--- config.mk ---
export PLATFORM = sky130hd
export DESIGN_NAME = reg_readout
export DESIGN_NICKNAME = d
export VERILOG_FILES = /design/src/rtl/reg_readout.sv
export SDC_FILE = /design/constraint.sdc
export NUM_CORES = 1
export LEC_CHECK = 0
export BUFFER_PORTS_ARGS = -buffer_cell sky130_fd_sc_hd__buf_2
export CAP_MARGIN = 10
export CORE_MARGIN = 2
export CORE_UTILIZATION = 50
export DETAILED_ROUTE_END_ITERATION = 16
export GPL_TIMING_DRIVEN = 0
export PLACE_DENSITY_LB_ADDON = 0.08
export SLEW_MARGIN = 30
export SYNTH_ARGS = -nofsm -noshare
export SYNTH_HDL_FRONTEND = slang
export SYNTH_SLANG_ARGS = --single-unit
export TNS_END_PERCENT = 10
--- constraint.sdc ---
create_clock -name clk -period 2.35 [get_ports clk]
set_clock_uncertainty 0.2 [all_clocks]
set_input_delay 0.1175 -clock clk [delete_from_list [all_inputs] [get_ports clk]]
set_output_delay 0.1175 -clock clk [all_outputs]
set_load 0.01 [all_outputs]
--- src/rtl/reg_readout.sv ---
// Snapshots one register of a bank on request and serializes it MSB-first with a per-bit strobe.
// Outputs decode registered state only; requests arriving while busy are dropped, not queued.
module reg_readout #(
    parameter int NUM_REGS = 4,
    parameter int ADDR_W   = 2,
    parameter int CLK_DIV  = 4
) (
    input  logic                  clk,
    input  logic                  rst,
    input  logic                  rd_req,
    input  logic [ADDR_W-1:0]     rd_addr,
    input  logic [8*NUM_REGS-1:0] regs_flat,
    output logic                  busy,
    output logic                  rd_ack,
    output logic                  err,
    output logic                  frame,
    output logic                  sdo,
    output logic                  bit_stb,
    output logic                  done
);

    localparam int DW = (CLK_DIV > 1) ? $clog2(CLK_DIV) : 1;

    typedef enum logic [1:0] {IDLE, SHIFT, DONE} state_t;

    state_t         state, state_nxt;
    logic [7:0]     shreg, shreg_nxt;
    logic [2:0]     cnt, cnt_nxt;
    logic [DW-1:0]  div, div_nxt;
    logic           ack_q, ack_nxt;
    logic           err_q, err_nxt;
    logic [7:0]     sel_reg;
    logic           addr_ok;

    always_ff @(posedge clk) begin
        if (rst) begin
            state <= IDLE;
            shreg <= '0;
            cnt   <= '0;
            div   <= '0;
            ack_q <= 1'b0;
            err_q <= 1'b0;
        end else begin
            state <= state_nxt;
            shreg <= shreg_nxt;
            cnt   <= cnt_nxt;
            div   <= div_nxt;
            ack_q <= ack_nxt;
            err_q <= err_nxt;
        end
    end

    always_comb begin
        addr_ok = 32'(rd_addr) < 32'(NUM_REGS);
        sel_reg = 8'h00;
        for (int i = 0; i < NUM_REGS; i++) begin
            if (32'(rd_addr) == 32'(i)) sel_reg = regs_flat[8*i +: 8];
        end
    end

    always_comb begin
        state_nxt = state;
        shreg_nxt = shreg;
        cnt_nxt   = cnt;
        div_nxt   = div;
        ack_nxt   = 1'b0;
        err_nxt   = 1'b0;
        case (state)
            IDLE: begin
                // err_q marks the one busy cycle after a rejected address
                if (rd_req && !err_q) begin
                    ack_nxt = 1'b1;
                    if (addr_ok) begin
                        shreg_nxt = sel_reg;
                        cnt_nxt   = 3'd7;
                        div_nxt   = '0;
                        state_nxt = SHIFT;
                    end else begin
                        err_nxt = 1'b1;
                    end
                end
            end
            SHIFT: begin
                if (div == DW'(CLK_DIV - 1)) begin
                    div_nxt   = '0;
                    shreg_nxt = {shreg[6:0], 1'b0};
                    if (cnt == 3'd0) state_nxt = DONE;
                    else             cnt_nxt   = cnt - 3'd1;
                end else begin
                    div_nxt = div + DW'(1);
                end
            end
            DONE:    state_nxt = IDLE;
            default: state_nxt = IDLE;
        endcase
    end

    always_comb begin
        busy    = (state != IDLE) || err_q;
        rd_ack  = ack_q;
        err     = err_q;
        frame   = (state == SHIFT);
        sdo     = (state == SHIFT) && shreg[7];
        bit_stb = (state == SHIFT) && (div == '0);
        done    = (state == DONE);
    end

endmodule

== After elaboration in Yosys (flattened, before gate mapping) ==
Index checks and enable logic that the tools add are counted.

* Add/subtract/negate cells: 2
* Multiply operators: 0
* Div/mod/pow operators: 0
* Order comparisons: 0
* Equal/unequal tests: 10
* Shift-type cells: 0
* Mux-type cells: 19
* Bitwise logic cells: 1
* Reduce and logical (&&, ||, !) cells: 13

{| class="wikitable"
|+ Operators by type and width
! cell !! number
|-
| 8-bit two-way mux || 6
|-
| 8-bit one-hot mux with 2 select lines || 1
|-
| 2-bit two-way mux || 5
|-
| 3-bit two-way mux || 3
|-
| 2-bit == test, second input constant || 4
|-
| 2-bit one-hot mux with 2 select lines || 2
|-
| 2-bit logical NOT || 3
|-
| 3-bit one-hot mux with 2 select lines || 1
|-
| 3-bit AND reduction || 2
|-
| 2-bit by 1-bit == test with 1-bit output, second input constant || 2
|-
| 2-bit by 1-bit != test with 1-bit output, second input constant || 2
|-
| 2-bit != test, second input constant || 2
|-
| 4-bit AND reduction || 1
|-
| 2-bit nonzero test || 2
|-
| 3-bit logical NOT || 1
|-
| 3-bit by 1-bit subtractor with 3-bit output, second input constant || 1
|-
| 2-bit by 1-bit adder with 2-bit output, second input constant || 1
|-
| 1-bit logical AND || 2
|-
| 2-bit AND reduction || 1
|-
| 2-bit OR reduction || 1
|-
| 1-bit two-way mux || 1
|-
| 1-bit NOT || 1
|}

* Register bits after elaboration: 16
* Bits in latches: 0
* RAM bits: 0
* ROM bits: 0
* Bits of input ports: 37
* Output and inout port bits: 7
* Memories kept: 0

== Longest topological paths before layout ==
* Depth after elaboration: 7
* Mapped depth: 6
* Mapped depth without buffers: 6

== Worst setup path after synthesis ==
OpenSTA, ideal clock, no wires.

* Path kind: register to register
* Start point: register div[0]
* End point: register shreg[1]
* Arrival time: 1.276 ns
* Data required time: 2.033 ns
* Setup slack: 0.757 ns
* Stages on the path, launching flop included: 7
* Path buffers: 1
* Path through: dfxtp_1 > ha_1 > and2_2 > clkbuf_2 > a21oi_1 > a21oi_1 > a32o_1

* Word-level cells in the longest chain between the ends: 3

{| class="wikitable"
|+ RTL lines
! item !! RTL line !! RTL
|-
| start, declared || 29 || <nowiki>logic [DW-1:0] div, div_nxt;</nowiki>
|-
| start signal, assigned || 47 || <nowiki>div <= div_nxt;</nowiki>
|-
| 2-bit == test || 84 || <nowiki>if (div == DW'(CLK_DIV - 1)) begin</nowiki>
|-
| 2-bit by 1-bit != test with 1-bit output (no line) || - ||
|-
| 3-bit AND reduction (no line) || - ||
|-
| end signal, assigned || 45 || <nowiki>shreg <= shreg_nxt;</nowiki>
|-
| end, declared || 27 || <nowiki>logic [7:0] shreg, shreg_nxt;</nowiki>
|}

Every way passes these cells.
A chain may end at the register's enable or synchronous reset.

== Final worst setup path ==
* Start point: input port regs_flat[21]
* End point: register shreg[5]

* Word-level cells in the longest chain between the ends: 4

{| class="wikitable"
|+ RTL lines
! item !! RTL line !! RTL
|-
| start, declared || 12 || <nowiki>input logic [8*NUM_REGS-1:0] regs_flat,</nowiki>
|-
| 8-bit two-way mux (2 in series) || 57 || <nowiki>if (32'(rd_addr) == 32'(i)) sel_reg = regs_flat[8*i +: 8];</nowiki>
|-
| 8-bit two-way mux || 71 || <nowiki>if (rd_req && !err_q) begin</nowiki>
|-
| 8-bit one-hot mux with 2 select lines || 68 || <nowiki>case (state)</nowiki>
|}

Every way passes these cells. The select of a mux whose other input is x is not followed.

==> summary.txt <==
Power
  • VDD IR max: between 0.0005 and 0.0006 V
  • Overall power: 0.667 mW
  • P_int: 0.488 mW
  • Register share of total power: a little under half
  • Cell Pwr Density: 450 nW/um^2
  • Comb pwr share: 27.0%
  • Net switching power: 0.179 mW
  • Clk pwr share: 27.4%
  • Leak: just under 0.7 nW
  • Switching Share: 26.8%

Synthesis
  • Top cell type's share of synthesized area: 30.4%
  • Post-synth EDFFs: 0
  • Yosys warnings: 0
  • Largest cells by area after synthesis: dfxtp_1 (30%), mux2i_1 (11%), a21oi_1 (8.1%)
  • Sequential-to-total area share from yosys stat: between 30% and 40%
  • Distinct cells, synth: 33
  • Yosys reg bits: 16
  • Gate Count Post-Synth: 115
  • Ys async rst share: 0%
  • Synth area leader: dfxtp_1
  • Syn avg cell area: between 9 and 10 sq um
  • Post-synth net total: 156
  • Netlist Area Pre-Place: 1050 sq um
  • Ys flop type: dfxtp_1

Placement
  • Post-place setup slack: 0.630 ns
  • Post-DP Area: roughly 1300 sq um
  • Port Buffer Count: slightly above 40
  • RePlAce Congestion: roughly 0.81
  • Post-DP HPWL: ~1700 um

Die
  • Die X: 49.9 um
  • Site Rows: 16
  • Die Span Y: 49.9 um
  • Effective utilization at floorplan: between 50 and 60%
  • Core ar.: 1980 sq um
  • Die Area: 2490 sq um
  • Io pins: 44

GRT
  • Largest net degree at the start of global routing: 11
  • Vias in the first global route: 1068
  • Final global-route overflow total: 0
  • All-Layer GR Usage: 22.9%
  • Met3 Track Usage GR: between 6 and 7%
  • GRT busiest layer: met2
  • Met2 usage: 38.7%
  • Met1 Use GR: 27.8%
  • Initial antenna violation count: 0
  • First-pass GRT wire length: 4400 um

Flow run
  • Max-Cap Viols: 0

Routing
  • Antenna Violating Nets Remaining: 0
  • Vias post-DR: 1072
  • Via-per-instance ratio: 5.31
  • Detailed Route Iter0 Violations: 10
  • WL/cell: around 12 um
  • Initial DRT Pass Iterations: 4
  • Detailed Route WL: 2470 um
  • DRC violations left: 0

Timing
  • RSZ-0062 raised after global routing: no
  • Worst setup margin: 0.579 ns
  • Final hold vios: 0
  • Max Fclk: 0.565 GHz
  • Setup-violating endpoint count in the final report: 0
  • Final TNS setup: 0 ns
  • Final Max Tran Viols: 0
  • Tmin final: 1.77 ns
  • Period utilization: 75.4%

Clock tree
  • Clk Latency, worst-skew pair: slightly below 0.3 ns
  • Post-CTS Hold Buffers: 15
  • Clk root buf: clkbuf_4
  • CTS Buf Count: 3
  • CTS Sinks: 16
  • Clock transition at the registers of the reported paths: about 0.09 ns
  • H-tree depth: 1
  • CTS Buffer Depth: 2
  • CTS tree: yes
  • # Post-CTS Setup Buffers: 0
  • Post-CTS sizing: 0

Finish
  • Layout Nets: about 220
  • FILL cells: 152
  • Most frequent cells in the layout: buf_2 (41), a21oi_1 (17), dfxtp_1 (16)
  • Ant. Diodes: 0
  • Design area: 1480 sq um
  • Ratio of cells with drive above 1 in the final layout: 36.6%
  • Layout area overhead: 40.3%
  • Most common cell after layout, fill and taps aside: buf_2

Critical path
  • Arrival time at the worst endpoint: 1.76 ns
  • Critical path class: input port to register
  • Startpoint Class: input port
  • CP max FO: 1
  • CP Capture Type: register
  • Crit path required time: about 2.3 ns

Min path
  • HP Class: input port to register

Outcome
  • Status: finished clean
cell usage after synthesis, types with 2 or more instances:
master	n
mux2i_1	12
o21ai_0	3
and2_2	3
a21oi_1	17
inv_1	6
nor3_1	3
dfxtp_1	16
ha_1	4
a211oi_1	2
clkbuf_8	3
a32o_1	6
mux2_2	3
nor2_1	6
nand2_1	10
buf_4	2
nor2b_1	2
layer usage:
layer / vias to the layer above / wire [um]
met3: 9 / 140
met2: 31 / 1150
met5: - / 0
li1: 536 / -
met4: 0 / 64
met1: 496 / 1120
metrics by stage:
stage / util (%) / cells / hold WS [ns]
CTS: 74.7 / 202 / 0.0498
floorplan: - / 115 / 0.0762
global placement: 65.3 / 183 / 0.245
finish: 74.7 / 202 / 0.0587
global route: 74.7 / 202 / 0.0613
detailed placement: 65.3 / 183 / 0.247
cells by family (layout without fill, tap and decap cells):
logic type | count (synthesis) | after routing | synth area share (%)
other | 1 | 1 | 0.356
and+or+nand+nor | 31 | 31 | 17.2
adders and majority gates | 4 | 4 | 4.75
muxes | 16 | 16 | 16.7
buffers and inverters | 13 | 73 | 9.01
AOI/OAI and AO/OA | 34 | 34 | 21.6
DFF | 16 | 16 | 30.4
worst max-delay path, cell delays in order:
cell and delay, ns:
dlygate4sd3_1 0.56, buf_2 0.12, mux2i_1 0.11, dlygate4sd3_1 0.56
nand2_1 0.05, a32o_1 0.24
power by group through the flow:
stage / Sequential (mW) / Combinational (mW) / Clock [mW]
3_3_place_gp: 0.309 / 0.153 / 0
3_5_place_dp: 0.310 / 0.157 / 0
5_1_grt: 0.308 / 0.200 / 0.202
4_1_cts: 0.304 / 0.180 / 0.190
2_1_floorplan: 0.308 / 0.103 / 0
6_report: 0.304 / 0.180 / 0.183
state kept, by name (all words and copies together), names as in the netlist:
register	cells
state	2
div	2
shreg	8
rd_ack	1
cnt	3
final cells by class:
type / count / area (sq um) / area share [%]
multi-input combinational: 86 / 639 / 43.2
timing repair buffer: 56 / 355 / 24.0
sequential: 16 / 320 / 21.6
buffer: 7 / 72.6 / 4.90
clock buffer: 4 / 36.3 / 2.45
tap: 27 / 33.8 / 2.28
inverter: 6 / 22.5 / 1.52
final timing paths:
path,start,cells after the start,slack [ns],to
worst min-delay path,regs_flat[0],3,0.06,shreg[0]
worst max register to register,div[0],6,0.60,shreg[4]
worst min register to register,shreg[7],1,0.27,shreg[7]
worst max-delay path,regs_flat[21],6,0.58,shreg[5]
Note: power is estimated with default switching activity, not from simulation.
